$ cat config.mk
export PLATFORM = sky130hd
export DESIGN_NAME = vend_change_sequencer_flat
export DESIGN_NICKNAME = d
export VERILOG_FILES = /design/src/rtl/vend_change_sequencer_pkg.sv /design/src/rtl/vend_change_sequencer_if.sv /design/src/rtl/vend_change_sequencer_coin_pick.sv /design/src/rtl/vend_change_sequencer.sv /design/src/flat_wrapper.sv
export SDC_FILE = /design/constraint.sdc
export NUM_CORES = 1
export LEC_CHECK = 0
export CORE_ASPECT_RATIO = 0.9
export CORE_MARGIN = 3
export CORE_UTILIZATION = 35
export DETAILED_ROUTE_END_ITERATION = 10
export GPL_TIMING_DRIVEN = 0
export PLACE_DENSITY_LB_ADDON = 0.2
export SETUP_SLACK_MARGIN = 0.4
export SYNTH_ARGS = -nofsm -noshare
export SYNTH_HDL_FRONTEND = slang
export SYNTH_SLANG_ARGS = --single-unit
export TNS_END_PERCENT = 20
$ cat constraint.sdc
create_clock -name I_CLK -period 8.21 [get_ports I_CLK]
set_input_delay 0.821 -clock I_CLK [delete_from_list [all_inputs] [get_ports I_CLK]]
set_output_delay 0.821 -clock I_CLK [all_outputs]
set_load 0.05 [all_outputs]
$ cat src/rtl/vend_change_sequencer_pkg.sv
// Shared vending definitions: change-sequencer state encoding, default coin
// denominations (also used by the price logic) and the hopper index width.
package vend_pkg;

  localparam int DENOM0_DEF   = 100;
  localparam int DENOM1_DEF   = 25;
  localparam int DENOM2_DEF   = 10;
  localparam int DENOM3_DEF   = 5;

  localparam int HOPPER_IDX_W = 2;
  localparam int TIMER_W      = 10;

  typedef enum logic [2:0] {
    ST_IDLE,
    ST_SELECT,
    ST_REQ,
    ST_RELEASE,
    ST_DONE,
    ST_ERROR
  } vend_state_t;

endpackage

$ cat src/rtl/vend_change_sequencer_if.sv
// Bundle between the vending core / coin hoppers and the change sequencer.
// The master side drives the I_* signals; the sequencer (slave) drives O_*.
interface vend_change_sequencer_if
  import vend_pkg::*;
#(
  parameter int AMT_W = 16
);

  logic                    I_START;
  logic [AMT_W-1:0]        I_AMOUNT;
  logic [3:0]              I_EMPTY;
  logic                    I_COIN_ACK;
  logic                    I_ERR_CLR;
  logic                    O_COIN_REQ;
  logic [HOPPER_IDX_W-1:0] O_COIN_SEL;
  logic                    O_BUSY;
  logic                    O_DONE;
  logic                    O_ERROR;
  logic [AMT_W-1:0]        O_REMAIN;
  logic [7:0]              O_COIN_CNT;

  modport master (
    output I_START, I_AMOUNT, I_EMPTY, I_COIN_ACK, I_ERR_CLR,
    input  O_COIN_REQ, O_COIN_SEL, O_BUSY, O_DONE, O_ERROR, O_REMAIN, O_COIN_CNT
  );

  modport slave (
    input  I_START, I_AMOUNT, I_EMPTY, I_COIN_ACK, I_ERR_CLR,
    output O_COIN_REQ, O_COIN_SEL, O_BUSY, O_DONE, O_ERROR, O_REMAIN, O_COIN_CNT
  );

endinterface

$ cat src/rtl/vend_change_sequencer_coin_pick.sv
// Greedy hopper choice: the largest denomination (lowest index) that still
// fits in the remainder and whose hopper is not reporting empty.
module vend_coin_pick
  import vend_pkg::*;
#(
  parameter int AMT_W = 16
) (
  input  logic [AMT_W-1:0]        remain,
  input  logic [3:0]              empty,
  input  logic [AMT_W-1:0]        denom0,
  input  logic [AMT_W-1:0]        denom1,
  input  logic [AMT_W-1:0]        denom2,
  input  logic [AMT_W-1:0]        denom3,
  output logic [HOPPER_IDX_W-1:0] idx,
  output logic                    valid
);

  // Priority chain from the largest coin down; no match leaves valid low.
  always_comb begin
    idx   = '0;
    valid = 1'b0;
    if (!empty[0] && (denom0 <= remain)) begin
      idx   = 2'd0;
      valid = 1'b1;
    end else if (!empty[1] && (denom1 <= remain)) begin
      idx   = 2'd1;
      valid = 1'b1;
    end else if (!empty[2] && (denom2 <= remain)) begin
      idx   = 2'd2;
      valid = 1'b1;
    end else if (!empty[3] && (denom3 <= remain)) begin
      idx   = 2'd3;
      valid = 1'b1;
    end
  end

endmodule

$ cat src/rtl/vend_change_sequencer.sv
// Change-return sequencer: dispenses a latched amount greedily, one coin per
// four-phase req/ack handshake with the hoppers, skipping empty hoppers.
// Optional ack watchdog: define VEND_CHANGE_TIMEOUT_EN to send a stalled
// handshake (no ack edge within TIMEOUT_CYC cycles) to ERROR.
module vend_change_sequencer
  import vend_pkg::*;
#(
  parameter int DENOM0      = DENOM0_DEF,
  parameter int DENOM1      = DENOM1_DEF,
  parameter int DENOM2      = DENOM2_DEF,
  parameter int DENOM3      = DENOM3_DEF,
  parameter int AMT_W       = 16,
  parameter int TIMEOUT_CYC = 1023
) (
  input logic                     I_CLK,
  input logic                     I_RESET_N,
  vend_change_sequencer_if.slave  bus
);

  localparam logic [AMT_W-1:0] D0 = AMT_W'(DENOM0);
  localparam logic [AMT_W-1:0] D1 = AMT_W'(DENOM1);
  localparam logic [AMT_W-1:0] D2 = AMT_W'(DENOM2);
  localparam logic [AMT_W-1:0] D3 = AMT_W'(DENOM3);

  vend_state_t             state;
  logic [AMT_W-1:0]        remain;
  logic [7:0]              coin_cnt;
  logic [HOPPER_IDX_W-1:0] coin_sel;
  logic                    coin_req;
  logic                    busy;
  logic                    done;
  logic                    error;
  logic [HOPPER_IDX_W-1:0] pick_idx;
  logic                    pick_valid;
  logic [AMT_W-1:0]        sel_denom;

`ifdef VEND_CHANGE_TIMEOUT_EN
  localparam logic [TIMER_W-1:0] TIMER_LIM = TIMER_W'(TIMEOUT_CYC - 1);
  logic [TIMER_W-1:0] timer;
`endif

  vend_coin_pick #(.AMT_W(AMT_W)) u_pick (
    .remain (remain),
    .empty  (bus.I_EMPTY),
    .denom0 (D0),
    .denom1 (D1),
    .denom2 (D2),
    .denom3 (D3),
    .idx    (pick_idx),
    .valid  (pick_valid)
  );

  // Value of the coin currently being handed out, subtracted on its ack.
  always_comb begin
    sel_denom = D0;
    case (coin_sel)
      2'd0:    sel_denom = D0;
      2'd1:    sel_denom = D1;
      2'd2:    sel_denom = D2;
      default: sel_denom = D3;
    endcase
  end

  // Dispense FSM; all outputs are registered alongside the state.
  always_ff @(posedge I_CLK or negedge I_RESET_N) begin
    if (!I_RESET_N) begin
      state    <= ST_IDLE;
      remain   <= '0;
      coin_cnt <= '0;
      coin_sel <= '0;
      coin_req <= 1'b0;
      busy     <= 1'b0;
      done     <= 1'b0;
      error    <= 1'b0;
`ifdef VEND_CHANGE_TIMEOUT_EN
      timer    <= '0;
`endif
    end else begin
`ifdef VEND_CHANGE_TIMEOUT_EN
      timer <= '0;
`endif
      unique case (state)
        ST_IDLE: begin
          if (bus.I_START) begin
            remain   <= bus.I_AMOUNT;
            coin_cnt <= '0;
            busy     <= 1'b1;
            state    <= ST_SELECT;
          end
        end
        ST_SELECT: begin
          if (remain == '0) begin
            done  <= 1'b1;
            state <= ST_DONE;
          end else if (pick_valid) begin
            coin_sel <= pick_idx;
            coin_req <= 1'b1;
            state    <= ST_REQ;
          end else begin
            busy  <= 1'b0;
            error <= 1'b1;
            state <= ST_ERROR;
          end
        end
        ST_REQ: begin
          if (bus.I_COIN_ACK) begin
            remain   <= remain - sel_denom;
            if (coin_cnt != 8'hFF) begin
              coin_cnt <= coin_cnt + 8'd1;
            end
            coin_req <= 1'b0;
            state    <= ST_RELEASE;
          end
`ifdef VEND_CHANGE_TIMEOUT_EN
          else if (timer == TIMER_LIM) begin
            coin_req <= 1'b0;
            busy     <= 1'b0;
            error    <= 1'b1;
            state    <= ST_ERROR;
          end else begin
            timer <= timer + 1'b1;
          end
`endif
        end
        ST_RELEASE: begin
          if (!bus.I_COIN_ACK) begin
            state <= ST_SELECT;
          end
`ifdef VEND_CHANGE_TIMEOUT_EN
          else if (timer == TIMER_LIM) begin
            busy  <= 1'b0;
            error <= 1'b1;
            state <= ST_ERROR;
          end else begin
            timer <= timer + 1'b1;
          end
`endif
        end
        ST_DONE: begin
          done  <= 1'b0;
          busy  <= 1'b0;
          state <= ST_IDLE;
        end
        ST_ERROR: begin
          if (bus.I_ERR_CLR) begin
            error  <= 1'b0;
            remain <= '0;
            state  <= ST_IDLE;
          end
        end
        default: state <= ST_IDLE;
      endcase
    end
  end

  assign bus.O_COIN_REQ = coin_req;
  assign bus.O_COIN_SEL = coin_sel;
  assign bus.O_BUSY     = busy;
  assign bus.O_DONE     = done;
  assign bus.O_ERROR    = error;
  assign bus.O_REMAIN   = remain;
  assign bus.O_COIN_CNT = coin_cnt;

endmodule
$ cat src/flat_wrapper.sv
// flat-port wrapper written by rule: the top's interface ports become plain ports
module vend_change_sequencer_flat import vend_pkg::*;
#(
  parameter int DENOM0      = DENOM0_DEF,
  parameter int DENOM1      = DENOM1_DEF,
  parameter int DENOM2      = DENOM2_DEF,
  parameter int DENOM3      = DENOM3_DEF,
  parameter int AMT_W       = 16,
  parameter int TIMEOUT_CYC = 1023
)
  (I_CLK, I_RESET_N, bus_I_START, bus_I_AMOUNT, bus_I_EMPTY, bus_I_COIN_ACK, bus_I_ERR_CLR, bus_O_COIN_REQ, bus_O_COIN_SEL, bus_O_BUSY, bus_O_DONE, bus_O_ERROR, bus_O_REMAIN, bus_O_COIN_CNT);
  vend_change_sequencer_if #(.AMT_W(AMT_W)) bus_i ();
  input logic I_CLK;
  input logic I_RESET_N;
  input wire logic [$bits(bus_i.I_START)-1:0] bus_I_START;
  input wire logic [$bits(bus_i.I_AMOUNT)-1:0] bus_I_AMOUNT;
  input wire logic [$bits(bus_i.I_EMPTY)-1:0] bus_I_EMPTY;
  input wire logic [$bits(bus_i.I_COIN_ACK)-1:0] bus_I_COIN_ACK;
  input wire logic [$bits(bus_i.I_ERR_CLR)-1:0] bus_I_ERR_CLR;
  output wire logic [$bits(bus_i.O_COIN_REQ)-1:0] bus_O_COIN_REQ;
  output wire logic [$bits(bus_i.O_COIN_SEL)-1:0] bus_O_COIN_SEL;
  output wire logic [$bits(bus_i.O_BUSY)-1:0] bus_O_BUSY;
  output wire logic [$bits(bus_i.O_DONE)-1:0] bus_O_DONE;
  output wire logic [$bits(bus_i.O_ERROR)-1:0] bus_O_ERROR;
  output wire logic [$bits(bus_i.O_REMAIN)-1:0] bus_O_REMAIN;
  output wire logic [$bits(bus_i.O_COIN_CNT)-1:0] bus_O_COIN_CNT;
  assign bus_i.I_START = bus_I_START;
  assign bus_i.I_AMOUNT = bus_I_AMOUNT;
  assign bus_i.I_EMPTY = bus_I_EMPTY;
  assign bus_i.I_COIN_ACK = bus_I_COIN_ACK;
  assign bus_i.I_ERR_CLR = bus_I_ERR_CLR;
  assign bus_O_COIN_REQ = bus_i.O_COIN_REQ;
  assign bus_O_COIN_SEL = bus_i.O_COIN_SEL;
  assign bus_O_BUSY = bus_i.O_BUSY;
  assign bus_O_DONE = bus_i.O_DONE;
  assign bus_O_ERROR = bus_i.O_ERROR;
  assign bus_O_REMAIN = bus_i.O_REMAIN;
  assign bus_O_COIN_CNT = bus_i.O_COIN_CNT;
  vend_change_sequencer #(.DENOM0(DENOM0), .DENOM1(DENOM1), .DENOM2(DENOM2), .DENOM3(DENOM3), .AMT_W(AMT_W), .TIMEOUT_CYC(TIMEOUT_CYC)) u_core (.I_CLK(I_CLK), .I_RESET_N(I_RESET_N), .bus(bus_i));
endmodule
==> flow_metrics.env <==
export IMPL_top_usage_layer="met2"
export IMPL_status="completed"
export IMPL_ios=55
export IMPL_synth_edf_count=0
export IMPL_slew_viol_final=0
export IMPL_critPathRequiredTime_ns=8.38
export IMPL_ys_ff_latch=33
export IMPL_via_per_inst=5.29
export IMPL_synth_compound_area_share=0.214
export IMPL_num_vias=2144
export IMPL_dieWidth_um=90.6
export IMPL_cts_post_setup_buffers_inserted=0
export IMPL_regToRegSetupSlack_ns=5.35
export IMPL_drtPass1Iterations=4
export IMPL_crit_buf_inv=3
export IMPL_tritoncts="yes"
export IMPL_end_kind="register"
export IMPL_crit_type="input port to register"
export IMPL_cts_repair_resize_count=0
export IMPL_syn_num_nets=294
export IMPL_die_h_um=82.1
export IMPL_io_buffers=54
export IMPL_worstReg2RegStart="u_core.bus.O_COIN_SEL[1]"
export IMPL_antenna_cells=0
export IMPL_hp_start="u_core.bus.O_COIN_REQ"
export IMPL_slowest_stage="clkdlybuf4s50_1"
export IMPL_route_detailed_drc=0
export IMPL_powerDensity_nw_per_um2=463
export IMPL_cts_max_path_buffers=2
export IMPL_synthSimpleGateAreaFrac=0.265
export IMPL_syn_cell_area_um2=2250
export IMPL_synth_top_family_by_area="simple AND/OR/NAND/NOR gates"
export IMPL_syn_inst=256
export IMPL_synth_warnings=0
export IMPL_postCtsHoldBufs=0
export IMPL_grt_max_degree=34
export IMPL_cts_root_buf="clkbuf_8"
export IMPL_final_setup_tns_ns=0
export IMPL_finClkSkew_ns=0.00634
export IMPL_drt_wirelength_per_cell_um=14.8
export IMPL_p_leak_nw=1.23
export IMPL_cts_htree_levels=2
export IMPL_nets=355
export IMPL_synthMuxAreaShare=0.0133
export IMPL_async_flop_share=1.00
export IMPL_power_mw=1.40
export IMPL_path_common_cell="clkbuf_1"
export IMPL_cts_sinks=33
export IMPL_critPathTopFamily="buffers and inverters"
export IMPL_syn2layout_area_growth_pct=33.7
export IMPL_rows=27
export IMPL_grt_first_pass_wirelength_um=10300
export IMPL_period_share=0.357
export IMPL_die_area_um2=7440
export IMPL_antenna_found_initial=0
export IMPL_post_route_util=0.488
export IMPL_fillerInstances=603
export IMPL_gr_usage_met2=0.282
export IMPL_grtUsageMet3=0.0426
export IMPL_grt_ovfl_total=0
export IMPL_synth_cell_types=53
export IMPL_fmax_mhz=341
export IMPL_crit_path_max_fanout=10
export IMPL_grtUsageMet1=0.234
export IMPL_place_gp_congestion=0.828
export IMPL_cp_startpoint="bus_I_START"
export IMPL_holdWs_ns=0.481
export IMPL_synth_xor_area_frac=0.0272
export IMPL_ys_flop_type="dfrtp_1"
export IMPL_grt_pass1_vias=2070
export IMPL_setup_viol=0
export IMPL_antenna_left=0
export IMPL_cp_start_kind="input port"
export IMPL_fin_ws_ns=5.28
export IMPL_finalHoldViolations=0
export IMPL_crit_chain="clkdlybuf4s50_1, or3b_1, a21o_1, clkbuf_1, and2_1, clkbuf_1, o311a_1, a211o_1"
export IMPL_worst_pin_slew_ns=0.791
export IMPL_drive_above_1_share=0.0629
export IMPL_path_clk_slew_ns=0.07
export IMPL_rr_endpoint="u_core.bus.O_REMAIN[8]"
export IMPL_whs_endpoint="u_core.bus.O_COIN_REQ"
export IMPL_min_path_cells=1
export IMPL_syn_avg_cell_area_um2=8.81
export IMPL_clk_latency_ns=0.29
export IMPL_dp_slack_ns=4.96
export IMPL_hold_class="register to register"
export IMPL_critPathMaxStageDelay_ns=0.50
export IMPL_period_needed_ns=2.93
export IMPL_core_area_um2=6180
export IMPL_final_common_cell="clkdlybuf4s50_1"
export IMPL_hpwlAfterDp_um=4510
export IMPL_drv_cap=0
export IMPL_cts_buffers=5
export IMPL_drt_iter0_markers=99
export IMPL_initial_core_util=0.365
export IMPL_gr_usage_all_layers=0.173
export IMPL_relSlewSlack=0.472
export IMPL_yosysSeqAreaShare=0.366
export IMPL_grt_setup_unrepaired="no"
export IMPL_layout_common_cells="53 x clkdlybuf4s50_1, 33 x dfrtp_1, 28 x nor2_1, 23 x nand2_1, 13 x inv_1"
export IMPL_peakVddDrop_v=0.000281
export IMPL_crit_arrival_ns=3.10
export IMPL_r2r_cells=12
export IMPL_drt_wl_total_um=5980
export IMPL_synth_fa_ha_area_frac=0.0755
[worst max path at each step]
stage	cells past startpoint	slack, ns	end
floorplan	11	5.33	u_core.bus.O_REMAIN[8]
global placement	8	4.96	u_core.bus.O_REMAIN[12]
detailed placement	8	4.96	u_core.bus.O_REMAIN[12]
CTS	8	5.27	u_core.bus.O_REMAIN[12]
global route	8	5.12	u_core.bus.O_REMAIN[12]
finish	8	5.28	u_core.bus.O_REMAIN[12]
[cell families after synthesis]
logic type | after synthesis
AOI/OAI and AO/OA | 68
adders and majority gates | 13
buffers and inverters | 23
xor gates and xnor gates | 7
muxes | 3
DFF | 33
and+or+nand+nor | 109
[routing by layer]
layer,part of all wire,vias up
met5,0,-
met4,0.0085,0
met3,0.051,6
met2,0.44,58
met1,0.50,1007
li1,-,1073
[flip-flops by register name (all words and copies together) (netlist names)]
| signal | cells |
|---|---|
| u_core.bus.O_BUSY | 1 |
| u_core.bus.O_DONE | 1 |
| u_core.state | 3 |
| u_core.bus.O_COIN_REQ | 1 |
| u_core.bus.O_REMAIN | 16 |
| u_core.bus.O_COIN_CNT | 8 |
| u_core.bus.O_ERROR | 1 |
| u_core.bus.O_COIN_SEL | 2 |
[Yosys cell counts, types with 2 or more instances]
cell type / n / share of area
or4_1: 2 / 0.0067
o22a_1: 2 / 0.0078
nor2b_1: 6 / 0.017
nor3_1: 5 / 0.011
and3_1: 3 / 0.0083
o21ai_1: 4 / 0.0089
a21o_1: 5 / 0.017
nand3b_1: 3 / 0.010
nand4_1: 2 / 0.0055
mux2i_1: 3 / 0.013
o311ai_0: 3 / 0.012
nor4_4: 2 / 0.019
a41oi_1: 3 / 0.012
a31oi_1: 7 / 0.019
nand2b_1: 4 / 0.011
nor2_1: 28 / 0.047
a221oi_1: 3 / 0.012
o311ai_1: 4 / 0.016
or3b_1: 2 / 0.0078
clkbuf_1: 7 / 0.012
ha_1: 12 / 0.067
and2_1: 2 / 0.0055
inv_1: 13 / 0.022
dfrtp_1: 33 / 0.37
o211ai_1: 5 / 0.017
o311a_1: 2 / 0.0089
or2_2: 2 / 0.0055
or3_1: 4 / 0.011
a21oi_1: 11 / 0.024
xor2_1: 6 / 0.023
nor4_1: 4 / 0.011
nand3_1: 12 / 0.027
o21ai_0: 9 / 0.020
nand2_1: 23 / 0.038
or4_4: 2 / 0.010
[area by class of cell]
cell class	instances	area, µm²	area share
Multi-Input combinational cell	200	1340	0.445
Inverter	15	56.3	0.0187
Timing Repair Buffer	54	536	0.178
Clock inverter	1	30.0	0.00996
Clock buffer	7	86.3	0.0286
Buffer	8	31.3	0.0104
Sequential cell	33	826	0.274
Tap cell	87	109	0.0361
[metrics by stage]
step / area [µm²] / std cells
2_1_floorplan: 2250 / 256
3_3_place_gp: 2900 / 397
3_5_place_dp: 2900 / 397
4_1_cts: 3020 / 405
5_1_grt: 3020 / 405
6_report: 3020 / 405
[where the power goes]
part | internal [mW] | switching, mW
sequential | 0.228 | 0.0893
clock | 0.0990 | 0.0635
combinational | 0.343 | 0.573
(Power assumes the default switching activity.)
